## config.mk

```make
export PLATFORM = sky130hd
export DESIGN_NAME = wb_csr_master_flat
export DESIGN_NICKNAME = d
export VERILOG_FILES = /design/src/rtl/wb_csr_master_if.sv /design/src/rtl/wb_csr_master.sv /design/src/flat_wrapper.sv
export SDC_FILE = /design/constraint.sdc
export NUM_CORES = 1
export LEC_CHECK = 0
export CORE_ASPECT_RATIO = 1.25
export CORE_MARGIN = 2
export CORE_UTILIZATION = 55
export DETAILED_ROUTE_END_ITERATION = 10
export DONT_BUFFER_PORTS = 1
export GPL_TIMING_DRIVEN = 0
export PLACE_DENSITY = 0.79
export SKIP_CTS_REPAIR_TIMING = 1
export SLEW_MARGIN = 0
export SYNTH_ARGS = -nofsm -noshare
export SYNTH_HDL_FRONTEND = slang
export SYNTH_SLANG_ARGS = --single-unit
```

## constraint.sdc

```tcl
create_clock -name clk -period 1.52 [get_ports clk]
set_input_delay 0.152 -clock clk [delete_from_list [all_inputs] [get_ports clk]]
set_output_delay 0.152 -clock clk [all_outputs]
set_load 0.02 [all_outputs]
```

## src/rtl/wb_csr_master_if.sv

```systemverilog
// Command/response stream plus Wishbone classic bus of the CSR master.
// The master modport is the DUT side; slave is the driver/responder side.
interface wb_csr_master_if #(
    parameter int ADDR_WIDTH = 5,
    parameter int DATA_WIDTH = 8
);
    logic                  cmd_valid;
    logic                  cmd_ready;
    logic                  cmd_we;
    logic [ADDR_WIDTH-1:0] cmd_addr;
    logic [DATA_WIDTH-1:0] cmd_wdata;
    logic                  rsp_valid;
    logic                  rsp_ready;
    logic [DATA_WIDTH-1:0] rsp_rdata;
    logic                  rsp_err;
    logic                  wb_cyc_o;
    logic                  wb_stb_o;
    logic                  wb_we_o;
    logic [ADDR_WIDTH-1:0] wb_adr_o;
    logic [DATA_WIDTH-1:0] wb_dat_o;
    logic [3:0]            wb_sel_o;
    logic [DATA_WIDTH-1:0] wb_dat_i;
    logic                  wb_ack_i;

    modport master (
        input  cmd_valid, cmd_we, cmd_addr, cmd_wdata, rsp_ready, wb_dat_i, wb_ack_i,
        output cmd_ready, rsp_valid, rsp_rdata, rsp_err,
        output wb_cyc_o, wb_stb_o, wb_we_o, wb_adr_o, wb_dat_o, wb_sel_o
    );

    modport slave (
        output cmd_valid, cmd_we, cmd_addr, cmd_wdata, rsp_ready, wb_dat_i, wb_ack_i,
        input  cmd_ready, rsp_valid, rsp_rdata, rsp_err,
        input  wb_cyc_o, wb_stb_o, wb_we_o, wb_adr_o, wb_dat_o, wb_sel_o
    );
endinterface

```

## src/rtl/wb_csr_master.sv

```systemverilog
// Single-outstanding Wishbone classic master for the UART CSR bus, with an
// ack timeout and a held response until the consumer takes it.
//
// state  | meaning
// S_IDLE | cmd_ready high, waiting for a command handshake
// S_BUS  | cyc/stb asserted, waiting for ack or timeout
// S_RESP | rsp_valid high, waiting for rsp_ready
module wb_csr_master #(
    parameter int ADDR_WIDTH = 5,
    parameter int DATA_WIDTH = 8,
    parameter int TIMEOUT    = 16
) (
    input  logic                 clk,
    input  logic                 rstN,
    wb_csr_master_if.master      bus
);
    localparam int CW = (TIMEOUT > 2) ? $clog2(TIMEOUT) : 1;
    localparam logic [CW-1:0] CNT_LAST = CW'(TIMEOUT - 1);

    typedef enum logic [1:0] {S_IDLE, S_BUS, S_RESP} state_t;

    state_t                r_state, w_state;
    logic                  r_live;
    logic                  r_cyc, w_cyc;
    logic                  r_we, w_we;
    logic [ADDR_WIDTH-1:0] r_adr, w_adr;
    logic [DATA_WIDTH-1:0] r_dat, w_dat;
    logic [3:0]            r_sel, w_sel;
    logic [CW-1:0]         r_cnt, w_cnt;
    logic [DATA_WIDTH-1:0] r_rdata, w_rdata;
    logic                  r_err, w_err;

    always_ff @(posedge clk or negedge rstN) begin
        if (!rstN) begin
            r_state <= S_IDLE;
            r_live  <= 1'b0;
            r_cyc   <= 1'b0;
            r_we    <= 1'b0;
            r_adr   <= '0;
            r_dat   <= '0;
            r_sel   <= '0;
            r_cnt   <= '0;
            r_rdata <= '0;
            r_err   <= 1'b0;
        end else begin
            r_state <= w_state;
            r_live  <= 1'b1;
            r_cyc   <= w_cyc;
            r_we    <= w_we;
            r_adr   <= w_adr;
            r_dat   <= w_dat;
            r_sel   <= w_sel;
            r_cnt   <= w_cnt;
            r_rdata <= w_rdata;
            r_err   <= w_err;
        end
    end

    always_comb begin
        w_state = r_state;
        w_cyc   = r_cyc;
        w_we    = r_we;
        w_adr   = r_adr;
        w_dat   = r_dat;
        w_sel   = r_sel;
        w_cnt   = r_cnt;
        w_rdata = r_rdata;
        w_err   = r_err;
        case (r_state)
            S_IDLE: begin
                if (r_live && bus.cmd_valid) begin
                    w_cyc   = 1'b1;
                    w_we    = bus.cmd_we;
                    w_adr   = bus.cmd_addr;
                    w_dat   = bus.cmd_wdata;
                    w_sel   = 4'b0001 << bus.cmd_addr[1:0];
                    w_cnt   = '0;
                    w_state = S_BUS;
                end
            end
            S_BUS: begin
                // ack is checked first so it wins over a same-cycle timeout
                if (bus.wb_ack_i || (r_cnt == CNT_LAST)) begin
                    w_cyc   = 1'b0;
                    w_we    = 1'b0;
                    w_adr   = '0;
                    w_dat   = '0;
                    w_sel   = '0;
                    w_err   = !bus.wb_ack_i;
                    w_rdata = (bus.wb_ack_i && !r_we) ? bus.wb_dat_i : '0;
                    w_state = S_RESP;
                end else begin
                    w_cnt = r_cnt + 1'b1;
                end
            end
            S_RESP: begin
                if (bus.rsp_ready) begin
                    w_rdata = '0;
                    w_err   = 1'b0;
                    w_state = S_IDLE;
                end
            end
            default: w_state = S_IDLE;
        endcase
    end

    assign bus.cmd_ready = r_live && (r_state == S_IDLE);
    assign bus.rsp_valid = (r_state == S_RESP);
    assign bus.rsp_rdata = r_rdata;
    assign bus.rsp_err   = r_err;
    assign bus.wb_cyc_o  = r_cyc;
    assign bus.wb_stb_o  = r_cyc;
    assign bus.wb_we_o   = r_we;
    assign bus.wb_adr_o  = r_adr;
    assign bus.wb_dat_o  = r_dat;
    assign bus.wb_sel_o  = r_sel;
endmodule

```

## src/flat_wrapper.sv

```systemverilog
// flat-port wrapper written by rule: the top's interface ports become plain ports
module wb_csr_master_flat 
#(
    parameter int ADDR_WIDTH = 5,
    parameter int DATA_WIDTH = 8,
    parameter int TIMEOUT    = 16
)
  (clk, rstN, bus_cmd_valid, bus_cmd_we, bus_cmd_addr, bus_cmd_wdata, bus_rsp_ready, bus_wb_dat_i, bus_wb_ack_i, bus_cmd_ready, bus_rsp_valid, bus_rsp_rdata, bus_rsp_err, bus_wb_cyc_o, bus_wb_stb_o, bus_wb_we_o, bus_wb_adr_o, bus_wb_dat_o, bus_wb_sel_o);
  wb_csr_master_if #(.ADDR_WIDTH(ADDR_WIDTH), .DATA_WIDTH(DATA_WIDTH)) bus_i ();
  input  logic clk;
  input  logic rstN;
  input wire logic [$bits(bus_i.cmd_valid)-1:0] bus_cmd_valid;
  input wire logic [$bits(bus_i.cmd_we)-1:0] bus_cmd_we;
  input wire logic [$bits(bus_i.cmd_addr)-1:0] bus_cmd_addr;
  input wire logic [$bits(bus_i.cmd_wdata)-1:0] bus_cmd_wdata;
  input wire logic [$bits(bus_i.rsp_ready)-1:0] bus_rsp_ready;
  input wire logic [$bits(bus_i.wb_dat_i)-1:0] bus_wb_dat_i;
  input wire logic [$bits(bus_i.wb_ack_i)-1:0] bus_wb_ack_i;
  output wire logic [$bits(bus_i.cmd_ready)-1:0] bus_cmd_ready;
  output wire logic [$bits(bus_i.rsp_valid)-1:0] bus_rsp_valid;
  output wire logic [$bits(bus_i.rsp_rdata)-1:0] bus_rsp_rdata;
  output wire logic [$bits(bus_i.rsp_err)-1:0] bus_rsp_err;
  output wire logic [$bits(bus_i.wb_cyc_o)-1:0] bus_wb_cyc_o;
  output wire logic [$bits(bus_i.wb_stb_o)-1:0] bus_wb_stb_o;
  output wire logic [$bits(bus_i.wb_we_o)-1:0] bus_wb_we_o;
  output wire logic [$bits(bus_i.wb_adr_o)-1:0] bus_wb_adr_o;
  output wire logic [$bits(bus_i.wb_dat_o)-1:0] bus_wb_dat_o;
  output wire logic [$bits(bus_i.wb_sel_o)-1:0] bus_wb_sel_o;
  assign bus_i.cmd_valid = bus_cmd_valid;
  assign bus_i.cmd_we = bus_cmd_we;
  assign bus_i.cmd_addr = bus_cmd_addr;
  assign bus_i.cmd_wdata = bus_cmd_wdata;
  assign bus_i.rsp_ready = bus_rsp_ready;
  assign bus_i.wb_dat_i = bus_wb_dat_i;
  assign bus_i.wb_ack_i = bus_wb_ack_i;
  assign bus_cmd_ready = bus_i.cmd_ready;
  assign bus_rsp_valid = bus_i.rsp_valid;
  assign bus_rsp_rdata = bus_i.rsp_rdata;
  assign bus_rsp_err = bus_i.rsp_err;
  assign bus_wb_cyc_o = bus_i.wb_cyc_o;
  assign bus_wb_stb_o = bus_i.wb_stb_o;
  assign bus_wb_we_o = bus_i.wb_we_o;
  assign bus_wb_adr_o = bus_i.wb_adr_o;
  assign bus_wb_dat_o = bus_i.wb_dat_o;
  assign bus_wb_sel_o = bus_i.wb_sel_o;
  wb_csr_master #(.ADDR_WIDTH(ADDR_WIDTH), .DATA_WIDTH(DATA_WIDTH), .TIMEOUT(TIMEOUT)) u_core (.clk(clk), .rstN(rstN), .bus(bus_i));
endmodule
```

==> impl_summary.log <==
INFO  metric maxSlewViolCount = 0
INFO  metric drt-initial-drc-count = 33
INFO  metric yosysWarnings = 0
INFO  metric setup.worst_path.start_class = register
INFO  metric clk_root_buffer_cell = clkbuf_4
INFO  metric drive_gt1_share = about a fifth
INFO  metric layout.cell_area.non_filler = a little under 2000 sq um
INFO  metric hold_viol = 0
INFO  metric placement.cell_area = between 1500 and 2000 sq um
INFO  metric source_of_the_worst_hold_timing_path = bus_wb_ack_i
INFO  metric setup_slack = -0.1284 ns
INFO  metric num-nets-final = around 210
INFO  metric clk_pin_slew = roughly 0.11 ns
INFO  metric netlist-cell-type-count = 36
INFO  metric worst-path-stages = 5
INFO  metric grt_max_degree = 36
INFO  metric die_h = 64.10 um
INFO  metric initial_utilization = 58.71%
INFO  metric timing.critical_path.to_type = register
INFO  metric most_frequent_cells_in_the_layout = dfrtp_1 (35), nand2_1 (31), dlygate4sd3_1 (17)
INFO  metric syn2layout_area_growth = 22.83%
INFO  metric tritoncts = built
INFO  metric antennaDiodeCount = 0
INFO  metric post_synth.cell_area_avg = between 10 and 15 sq um
INFO  metric cap_viol_max_count = 0
INFO  metric timing.rr.start = u_core.r_cnt[0]$_DFFE_PN0P_
INFO  metric io_buffers = 0
INFO  metric post_synth_inst_count = 149
INFO  metric cp_data_required_time = ~1.8 ns
INFO  metric placeableCoreArea = around 2700 sq um
INFO  metric post_route_hold_slack = ~0.0022 ns
INFO  metric critical_path.cell_chain = ha_2 > and3_4 > o32a_1 > buf_6 > mux2_4
INFO  metric critical_path.slowest_cell = dfrtp_1
INFO  metric routed_wire_length_per_instance = 16.86 um
INFO  metric r2r-end = u_core.bus.rsp_rdata[7]$_DFFE_PN0P_
INFO  metric timing.reg2reg.setup_slack = -0.13 ns
INFO  metric run_status = finished with violations
INFO  metric timing.critical_path.fanout_max = 8
INFO  metric n_fill_cell = between 150 and 200
INFO  metric synth-seq-cells = 35
INFO  metric cts-htree-levels = 2
INFO  metric total_vias_in_the_final_route = between 1k and 1.5k
INFO  metric post-route-period-util = 108.4%
INFO  metric synth_seq_area_share = ~55%
INFO  metric critical_path_buf_inv_count = 1
INFO  metric irDropWorstVdd = ~1.3 mV
INFO  metric violations_in_the_final_reports = negative setup slack
INFO  metric ctsLongestPathBuffers = 2
INFO  metric clkSinkCount = 35
INFO  metric mappedNetlistNets = between 150 and 200
INFO  metric critical_path.max_stage_delay = 0.42 ns
INFO  metric layout.cells.most_common = dfrtp_1
INFO  metric final-setup-viol-count = 9
INFO  metric critPathArrivalTime = 1.88 ns
INFO  metric pwr_density_cell = between 1500 and 2000 nW/um^2
INFO  metric io_pins = 58
INFO  metric gp_congestion = just over 0.8
INFO  metric crit_type = register to register
INFO  metric power.static_leakage = just over 0.9 nW
INFO  metric worst_path_dominant_cell_family = flip-flops
INFO  metric rsz0062_at_grt = true
INFO  metric hold_depth = 3
INFO  metric tritoncts.num_buffers = 5
INFO  metric route.detailed.vias_per_inst = ~5.7
INFO  metric die_span_in_x = 52.08 um
INFO  metric whs_endpoint = u_core.bus.rsp_err$_DFFE_PN0P_
INFO  metric dp_hpwl = ~2300 um
INFO  metric rows = 21
INFO  metric fp.dieArea = 3338 sq um
INFO  metric globalRouteOverflowTotal = 0
INFO  metric clk_latency = 0.35 ns
INFO  metric detail_route.drc_violations = 0
INFO  metric dr.pass1.iters = 4
INFO  metric synth_area = about 1600 sq um
INFO  metric worst-slew-pin-transition = a little under 0.7 ns
INFO  metric final_setup_skew = around 0.016 ns
INFO  metric routed_wirelength = 3591 um
INFO  metric grt_antenna_before_repair = 0
INFO  metric ff2ff_path_depth = 5
INFO  metric period_needed = roughly 1.6 ns
INFO  metric layout.core_utilization = 72.12%
INFO  metric timing.fmax = just over 600 MHz
INFO  metric place_worst_setup_slack = -0.1244 ns
INFO  metric maxSlewHeadroom = between 50% and 60%
INFO  metric grt_use_total = about 21%
INFO  metric route.antenna.remaining_nets = 0
INFO  metric grt_pass1_wl = 5009 um
INFO  metric first_global_vias = between 1k and 1.5k
INFO  metric holdCritPathClass = input pin to register
## logic make-up (layout without fill, tap and decap cells)
| group | after synthesis | in the layout | synth area share, % |
|---|---|---|---|
| buffers and inverters | 17 | 47 | 5.040 |
| other | 1 | 1 | 0.2360 |
| muxes | 10 | 10 | 8.819 |
| adders and majority gates | 1 | 1 | 0.7873 |
| and+or+nand+nor | 54 | 54 | 17.72 |
| DFF | 35 | 35 | 55.12 |
| AOI/OAI and AO/OA | 31 | 31 | 12.28 |
## metrics by stage
stage	setup TNS (ns)	total power, mW	cells
2_1_floorplan	-0.3045	2.241	149
3_5_place_dp	-1.015	2.404	183
4_1_cts	-1.646	3.077	191
6_report	-1.038	3.180	213
3_3_place_gp	-0.6761	2.357	183
5_1_grt	-1.313	3.347	213
## where the power goes
part,leakage [nW],total (mW),switching [mW],internal [mW]
Combinational,0.433,0.763,0.346,0.417
Clock,0.0452,0.672,0.326,0.346
Sequential,0.456,1.74,0.530,1.21
## registers in the layout, summed over array words and instances, names as in the netlist
| name | flops |
|---|---|
| u_core.bus.rsp_rdata | 8 |
| u_core.bus.wb_dat_o | 8 |
| u_core.bus.wb_adr_o | 5 |
| u_core.bus.wb_sel_o | 4 |
| u_core.r_cnt | 4 |
| u_core.r_state | 2 |
| u_core.bus.rsp_err | 1 |
| u_core.bus.wb_cyc_o | 1 |
| u_core.bus.wb_we_o | 1 |
| u_core.r_live | 1 |
## cell type report
type / instances / area, sq um / share of cell area (%)
clock buffers: 5 / 37.54 / 1.923
plain buffers: 8 / 48.80 / 2.500
clock inverters: 3 / 43.79 / 2.244
well taps: 34 / 42.54 / 2.179
inverters: 8 / 30.03 / 1.538
multi-input cells: 97 / 645.6 / 33.08
flip-flops and latches: 35 / 875.8 / 44.87
repair buffers: 23 / 227.7 / 11.67
## worst register-to-register path, stage by stage, from the launching register on
cell,delay [ns]
dfrtp_1,0.42
ha_2,0.20
and3_4,0.15
o32a_1,0.31
buf_6,0.16
mux2_4,0.30
## metal layers
layer | part of all wire, % | global-route usage [%] | vias to the layer above
met3 | 8.1 | 10.28 | 7
met2 | 50 | 35.76 | 49
met4 | 1.8 | 7.237 | 0
met5 | 0 | 0 | -
met1 | 40 | 21.10 | 580
li1 | - | - | 571
## synthesized netlist by cell type, drive strengths merged
cell / n / area, sq um
o21bai: 1 / 7.510
o22ai: 2 / 12.51
and2: 1 / 6.260
nor3b: 1 / 7.510
and4bb: 1 / 12.51
ha: 1 / 12.51
clkbuf: 3 / 11.26
nand2b: 2 / 12.51
mux2: 8 / 120.1
conb: 1 / 3.750
nand4bb: 1 / 11.26
o31ai: 3 / 22.52
a21boi: 1 / 7.510
dfrtp: 35 / 875.8
a211oi: 1 / 7.510
a2bb2oi: 1 / 8.760
nand2: 31 / 116.4
o32ai: 2 / 17.52
and2b: 1 / 10.01
nor2b: 1 / 6.260
nand3: 2 / 10.01
a221oi: 1 / 8.760
and3: 9 / 61.31
o21ai: 16 / 80.08
mux2i: 2 / 20.02
or3: 1 / 6.260
nand4: 2 / 12.51
inv: 8 / 30.03
a21oi: 1 / 5.000
buf: 6 / 38.79
o32a: 1 / 10.01
and3b: 1 / 8.760
o21a: 1 / 7.510
## worst max path at each step
| stage | slack [ns] | start | endpoint |
|---|---|---|---|
| after detailed placement | -0.12 | u_core.r_cnt[0]$_DFFE_PN0P_ | u_core.bus.rsp_rdata[4]$_DFFE_PN0P_ |
| after global placement | -0.09 | u_core.r_cnt[0]$_DFFE_PN0P_ | u_core.bus.rsp_rdata[6]$_DFFE_PN0P_ |
| after CTS | -0.16 | u_core.r_cnt[0]$_DFFE_PN0P_ | u_core.bus.rsp_rdata[1]$_DFFE_PN0P_ |
| final | -0.13 | u_core.r_cnt[0]$_DFFE_PN0P_ | u_core.bus.rsp_rdata[7]$_DFFE_PN0P_ |
| after global routing | -0.16 | u_core.r_cnt[0]$_DFFE_PN0P_ | u_core.bus.rsp_rdata[5]$_DFFE_PN0P_ |
| after floorplan | -0.04 | u_core.r_cnt[0]$_DFFE_PN0P_ | u_core.bus.rsp_rdata[0]$_DFFE_PN0P_ |
Note: power is estimated with default switching activity, not from simulation.
